### config.mk
export PLATFORM = sky130hd
export DESIGN_NAME = disp_cmd_ctrl
export DESIGN_NICKNAME = d
export VERILOG_FILES = /design/src/rtl/disp_cmd_ctrl.sv
export SDC_FILE = /design/constraint.sdc
export NUM_CORES = 1
export LEC_CHECK = 0
export CORE_MARGIN = 10
export CORE_UTILIZATION = 62
export CTS_BUF_LIST = sky130_fd_sc_hd__clkbuf_2
export CTS_CLUSTER_DIAMETER = 30
export CTS_CLUSTER_SIZE = 40
export DETAILED_ROUTE_END_ITERATION = 10
export PLACE_DENSITY = 0.91
export SYNTH_ARGS = -nofsm -noshare
export SYNTH_HDL_FRONTEND = slang
export SYNTH_SLANG_ARGS = --single-unit
### constraint.sdc
create_clock -name clk -period 4.5 [get_ports clk]
set_input_delay 0.675 -clock clk [delete_from_list [all_inputs] [get_ports clk]]
set_output_delay 0.675 -clock clk [all_outputs]
set_load 0.005 [all_outputs]
### src/rtl/disp_cmd_ctrl.sv
// rtl/disp_cmd_ctrl.sv - host command FIFO sequencer and cell RAM write controller
module disp_cmd_ctrl #(
  parameter int ADDR_W     = 13,
  parameter int ADDR_LIMIT = 4800,
  parameter int RD_PULSE   = 2,
  parameter int RD_RECOVER = 2
) (
  input  logic              clk,
  input  logic              nrst,
  input  logic [7:0]        disp_cmd_in,
  input  logic              nef_in,
  output logic              disp_cmd_rd,
  input  logic              mem_busy,
  output logic              mem_we,
  output logic [ADDR_W-1:0] mem_addr,
  output logic [15:0]       mem_data,
  output logic              cmd_err,
  output logic              idle
);

  typedef enum logic [2:0] {
    S_IDLE,
    S_OP_WAIT,
    S_RD_LOW,
    S_RD_REC,
    S_DECODE,
    S_WRITE
  } state_t;

  localparam logic [ADDR_W-1:0] LIMIT    = ADDR_W'(ADDR_LIMIT);
  localparam logic [7:0]        PULSE_LD = 8'(RD_PULSE - 1);
  localparam logic [7:0]        REC_LD   = 8'(RD_RECOVER - 1);

  localparam logic [7:0] OP_NOP      = 8'h00;
  localparam logic [7:0] OP_ADDR_LO  = 8'h01;
  localparam logic [7:0] OP_ADDR_HI  = 8'h02;
  localparam logic [7:0] OP_PUT      = 8'h03;
  localparam logic [7:0] OP_ATTR     = 8'h04;
  localparam logic [7:0] OP_FILL     = 8'h05;

  state_t            state;
  logic [1:0]        nef_sync;
  logic [7:0]        cnt;
  logic [7:0]        rd_byte;
  logic [7:0]        opcode;
  logic              have_op;
  logic [8:0]        fill_cnt;
  logic [ADDR_W-1:0] addr;
  logic [7:0]        cur_attr;
  logic [7:0]        cur_char;
  logic [ADDR_W-1:0] addr_lo_new;
  logic [ADDR_W-1:0] addr_hi_new;
  logic [ADDR_W-1:0] addr_next;

  // Increment with wrap at the last valid cell; wrapping is not an error.
  function automatic logic [ADDR_W-1:0] addr_inc(input logic [ADDR_W-1:0] a);
    logic [ADDR_W-1:0] n;
    n = a + ADDR_W'(1);
    return (n == LIMIT) ? '0 : n;
  endfunction

  // Candidate addresses for the two SET_ADDR operands and the post-write increment.
  always_comb begin
    addr_lo_new = {addr[ADDR_W-1:8], rd_byte};
    addr_hi_new = {rd_byte[ADDR_W-9:0], addr[7:0]};
    addr_next   = addr_inc(addr);
  end

  // Two-flop synchronizer for the asynchronous FIFO non-empty flag.
  always_ff @(posedge clk or negedge nrst) begin
    if (!nrst) nef_sync <= 2'b00;
    else       nef_sync <= {nef_sync[0], nef_in};
  end

  // Main sequencer: read strobe timing, opcode/operand decode, RAM write handshake.
  always_ff @(posedge clk or negedge nrst) begin
    if (!nrst) begin
      state       <= S_IDLE;
      disp_cmd_rd <= 1'b1;
      mem_we      <= 1'b0;
      mem_addr    <= '0;
      mem_data    <= '0;
      cmd_err     <= 1'b0;
      idle        <= 1'b1;
      cnt         <= '0;
      rd_byte     <= '0;
      opcode      <= '0;
      have_op     <= 1'b0;
      fill_cnt    <= '0;
      addr        <= '0;
      cur_attr    <= 8'h0F;
      cur_char    <= 8'h20;
    end else begin
      case (state)
        S_IDLE, S_OP_WAIT: begin
          if (nef_sync[1]) begin
            state       <= S_RD_LOW;
            disp_cmd_rd <= 1'b0;
            cnt         <= PULSE_LD;
            idle        <= 1'b0;
          end
        end

        S_RD_LOW: begin
          if (cnt == 8'd0) begin
            rd_byte     <= disp_cmd_in;
            disp_cmd_rd <= 1'b1;
            cnt         <= REC_LD;
            state       <= S_RD_REC;
          end else begin
            cnt <= cnt - 8'd1;
          end
        end

        S_RD_REC: begin
          if (cnt == 8'd0) state <= S_DECODE;
          else             cnt   <= cnt - 8'd1;
        end

        S_DECODE: begin
          if (!have_op) begin
            opcode <= rd_byte;
            case (rd_byte)
              OP_NOP: begin
                state <= S_IDLE;
                idle  <= 1'b1;
              end
              OP_ADDR_LO, OP_ADDR_HI, OP_PUT, OP_ATTR, OP_FILL: begin
                have_op <= 1'b1;
                state   <= S_OP_WAIT;
              end
              default: begin
                cmd_err <= 1'b1;
                state   <= S_IDLE;
                idle    <= 1'b1;
              end
            endcase
          end else begin
            have_op <= 1'b0;
            state   <= S_IDLE;
            idle    <= 1'b1;
            case (opcode)
              OP_ADDR_LO: begin
                if (addr_lo_new >= LIMIT) begin
                  addr    <= '0;
                  cmd_err <= 1'b1;
                end else begin
                  addr <= addr_lo_new;
                end
              end
              OP_ADDR_HI: begin
                if (addr_hi_new >= LIMIT) begin
                  addr    <= '0;
                  cmd_err <= 1'b1;
                end else begin
                  addr <= addr_hi_new;
                end
              end
              OP_PUT: begin
                cur_char <= rd_byte;
                fill_cnt <= 9'd1;
                mem_we   <= 1'b1;
                mem_addr <= addr;
                mem_data <= {cur_attr, rd_byte};
                state    <= S_WRITE;
                idle     <= 1'b0;
              end
              OP_ATTR: begin
                cur_attr <= rd_byte;
              end
              OP_FILL: begin
                fill_cnt <= (rd_byte == 8'd0) ? 9'd256 : {1'b0, rd_byte};
                mem_we   <= 1'b1;
                mem_addr <= addr;
                mem_data <= {cur_attr, cur_char};
                state    <= S_WRITE;
                idle     <= 1'b0;
              end
              default: begin
              end
            endcase
          end
        end

        S_WRITE: begin
          // Outputs stay frozen while the renderer owns the RAM.
          if (!mem_busy) begin
            addr <= addr_next;
            if (fill_cnt == 9'd1) begin
              mem_we <= 1'b0;
              state  <= S_IDLE;
              idle   <= 1'b1;
            end else begin
              fill_cnt <= fill_cnt - 9'd1;
              mem_addr <= addr_next;
            end
          end
        end

        default: begin
          state       <= S_IDLE;
          disp_cmd_rd <= 1'b1;
          mem_we      <= 1'b0;
          idle        <= 1'b1;
        end
      endcase
    end
  end

endmodule

==> qor.yml <==
clock_network:
  cts.path.max_buffers: 2
  clk_pin_slew_worst_paths_ps: 300
  insertion_delay_ps: 630
  post_cts_buffers: 0
  numCtsBuffers: 9
  cts_hold_buf: 0
  cts-resized-gates: 0
  clock_tree.root_cell: "clkbuf_2"
  cts_max_level: 3
  clock_sinks: 101
  cts_tree: "done"
finish:
  final_common_cell: "dfrtp_1"
  nFillCells: 601
  layout_common_cells: "dfrtp_1, nand2_1, clkdlybuf4s50_1, mux2_2, o21ai_0"
  diodes: 0
  fin_area_mm2: 0.00582
  syn2layout_area_growth_pct: 10.8
  drive_gt1_share_pct: 15.0
  num-nets-final: 565
die:
  row_count: 33
  start_util_pct: 63.9
  die-area_mm2: 0.0126
  fp.dieH_um: 112
  io_pins: 45
  coreArea_mm2: 0.00822
  chipWidth_um: 112
global_route:
  grt_use_total_pct: 19.3
  grt_pass1_wl_um: 20600
  antenna_found_initial: 0
  grt_pass1_vias: 4161
  grt_max_degree: 71
  grt-ovfl-total: 0
sta:
  final-hold-violation-count: 0
  finalSetupTns_ps: 0
  fin_crit_ps: 2870
  setup_violations: 0
  slew_headroom_pct: 30.5
  final_max_slew_viol_count: 0
  fmax_mhz: 348
  layout_setup_ws_ps: 1630
  finClkSkew_ps: 35.8
  fin_crit_sh_pct: 63.9
  rsz0062_at_grt: "false"
  worst_slew_pin_slew_ps: 1040
placement:
  dp_slack_ps: 1600
  place_area_mm2: 0.00568
  place.gp.congestion: 0.908
  portBuffers: 44
  dp.final_hpwl_um: 8280
outcome:
  outcome: "completed"
logic_synthesis:
  synth_edf_count: 0
  ys_seq_elements: 101
  syn_area_mm2: 0.00525
  yosys_warnings: 0
  syn_nets: 544
  ys_types: 70
  synth_area_per_cell_um2: 9.99
  syn-instance-count: 526
  synth-seq-area-share_pct: 48.3
  ys_async_sr_fraction_pct: 100
  synth_flop_cell: "dfrtp_1"
worst_setup_path:
  critPathRequiredTime_ps: 5050
  critPathKind: "flip-flop to flip-flop"
  endpoint_kind: "flip-flop"
  crit_fanout: 12
  start_kind: "flip-flop"
  worstPathArrival_ps: 3420
pwr:
  clkPwrFrac_pct: 20.5
  power_density_mw_per_mm2: 408
  vdd_drop_max_mv: 0.225
  seq_power_share_pct: 54.5
  p_comb_share_pct: 25.0
  p_int_mw: 1.48
  p_sw_share_pct: 37.6
  power_switching_uw: 892
  leakage_nw: 2.54
routing:
  first_pass_iters: 5
  drcViolationCount: 0
  routed_wl_um: 12200
  dr_total_vias: 4133
  vias_per_cell: 6.29
  drt-initial-drc-count: 338
  antenna_left: 0
  wl_per_cell_um: 18.6
job:
  max-cap-violations: 0
min_path:
  min_path_type: "input port to async pin"
==> cell type report <==
cell class / instances / area (um^2) / area share [%]
sequential: 101 / 2540 / 43.6
multi-input combinational: 374 / 2500 / 43.0
timing repair buffer: 47 / 460 / 7.91
tap: 105 / 131 / 2.26
clock inverter: 7 / 92.6 / 1.59
inverter: 14 / 52.6 / 0.903
clock buffer: 9 / 45.0 / 0.774
==> Yosys cell counts (4+ instances only) <==
library cell | count | area (um^2)
dfrtp_1 | 94 | 2350
mux2i_1 | 12 | 120
and2_1 | 9 | 56.3
o211ai_1 | 4 | 30.0
xor2_1 | 7 | 61.3
mux2_2 | 37 | 417
buf_2 | 8 | 40.0
ha_1 | 6 | 75.1
nor3b_1 | 4 | 30.0
nor3_1 | 10 | 50.1
a22oi_1 | 5 | 37.5
dfstp_2 | 7 | 184
nor4_1 | 7 | 43.8
nand2b_1 | 5 | 31.3
nand4_1 | 16 | 100
clkbuf_1 | 25 | 93.8
a21oi_1 | 31 | 155
nor2_1 | 33 | 124
xnor2_1 | 7 | 61.3
inv_1 | 14 | 52.6
nand2_1 | 58 | 218
o21ai_0 | 37 | 185
and3_1 | 7 | 43.8
or3_1 | 6 | 37.5
nand3_1 | 14 | 70.1
==> stage by stage <==
stage / utilization, % / std cells / hold WS (ps) / power [mW]
floorplan: - / 526 / 331 / 1.67
global placement: 69.1 / 641 / 334 / 1.84
detailed placement: 69.1 / 641 / 336 / 1.89
CTS: 70.8 / 657 / 160 / 2.36
global route: 70.8 / 657 / 146 / 2.51
finish: 70.8 / 657 / 113 / 2.37
==> critical path, cell delays in order, from the launching register on <==
cell and delay (ps):
dfrtp_1 460, or4_4 570, nor2_1 160, nand4b_1 660, nor2_1 640, a31oi_1 130, o21ai_0 180
==> flip-flops by register name, summed over array words and instances, names as in the netlist <==
register	flops
nef_sync	2
cnt	8
have_op	1
cmd_err	1
idle	1
fill_cnt	9
disp_cmd_rd	1
state	3
cur_char	8
mem_we	1
opcode	8
mem_data	16
addr	13
cur_attr	8
rd_byte	8
mem_addr	13
==> power groups by stage <==
stage          combinational [mW]  sequential [mW]  clock (mW)
2_1_floorplan               0.518             1.15           0
3_3_place_gp                0.555             1.29           0
3_5_place_dp                0.591             1.30           0
4_1_cts                     0.594             1.28       0.486
5_1_grt                     0.669             1.31       0.528
6_report                    0.593             1.29       0.486
==> per-layer routing <==
layer  up-vias  share of wire [%]  wire length (um)  global-route usage, %
li1       1932                  -                 -                      -
met1      1993                 42              5090                   24.2
met2       182                 48              5840                   31.3
met3        26                7.8               956                   5.17
met4         0                2.6               315                   7.19
met5         -                  0                 0                      0
==> cell families (layout without fill, tap and decap cells) <==
kind of cell    Yosys count  count (layout)  synth area share, %
buf+inv                  51              77                 4.10
fa+ha+maj                 6               6                 1.43
flops                   101             101                 48.3
xor+xnor                 14              14                 2.33
simple gates            189             189                 18.8
compound gates          115             115                 14.6
mux                      50              50                 10.4
==> final timing paths <==
check | slack [ps] | endpoint | cells past startpoint | startpoint
min reg2reg | 390 | nef_sync[1] | 0 | nef_sync[0]
max in group asynchronous | 3410 | cur_attr[2] | 2 | nrst
min | 110 | cnt[4] | 1 | nrst
max | 1630 | fill_cnt[8] | 6 | opcode[4]
min in group clk | 390 | nef_sync[1] | 0 | nef_sync[0]
max reg2reg | 1630 | fill_cnt[8] | 6 | opcode[4]
Power figures use the tool's default switching activity.
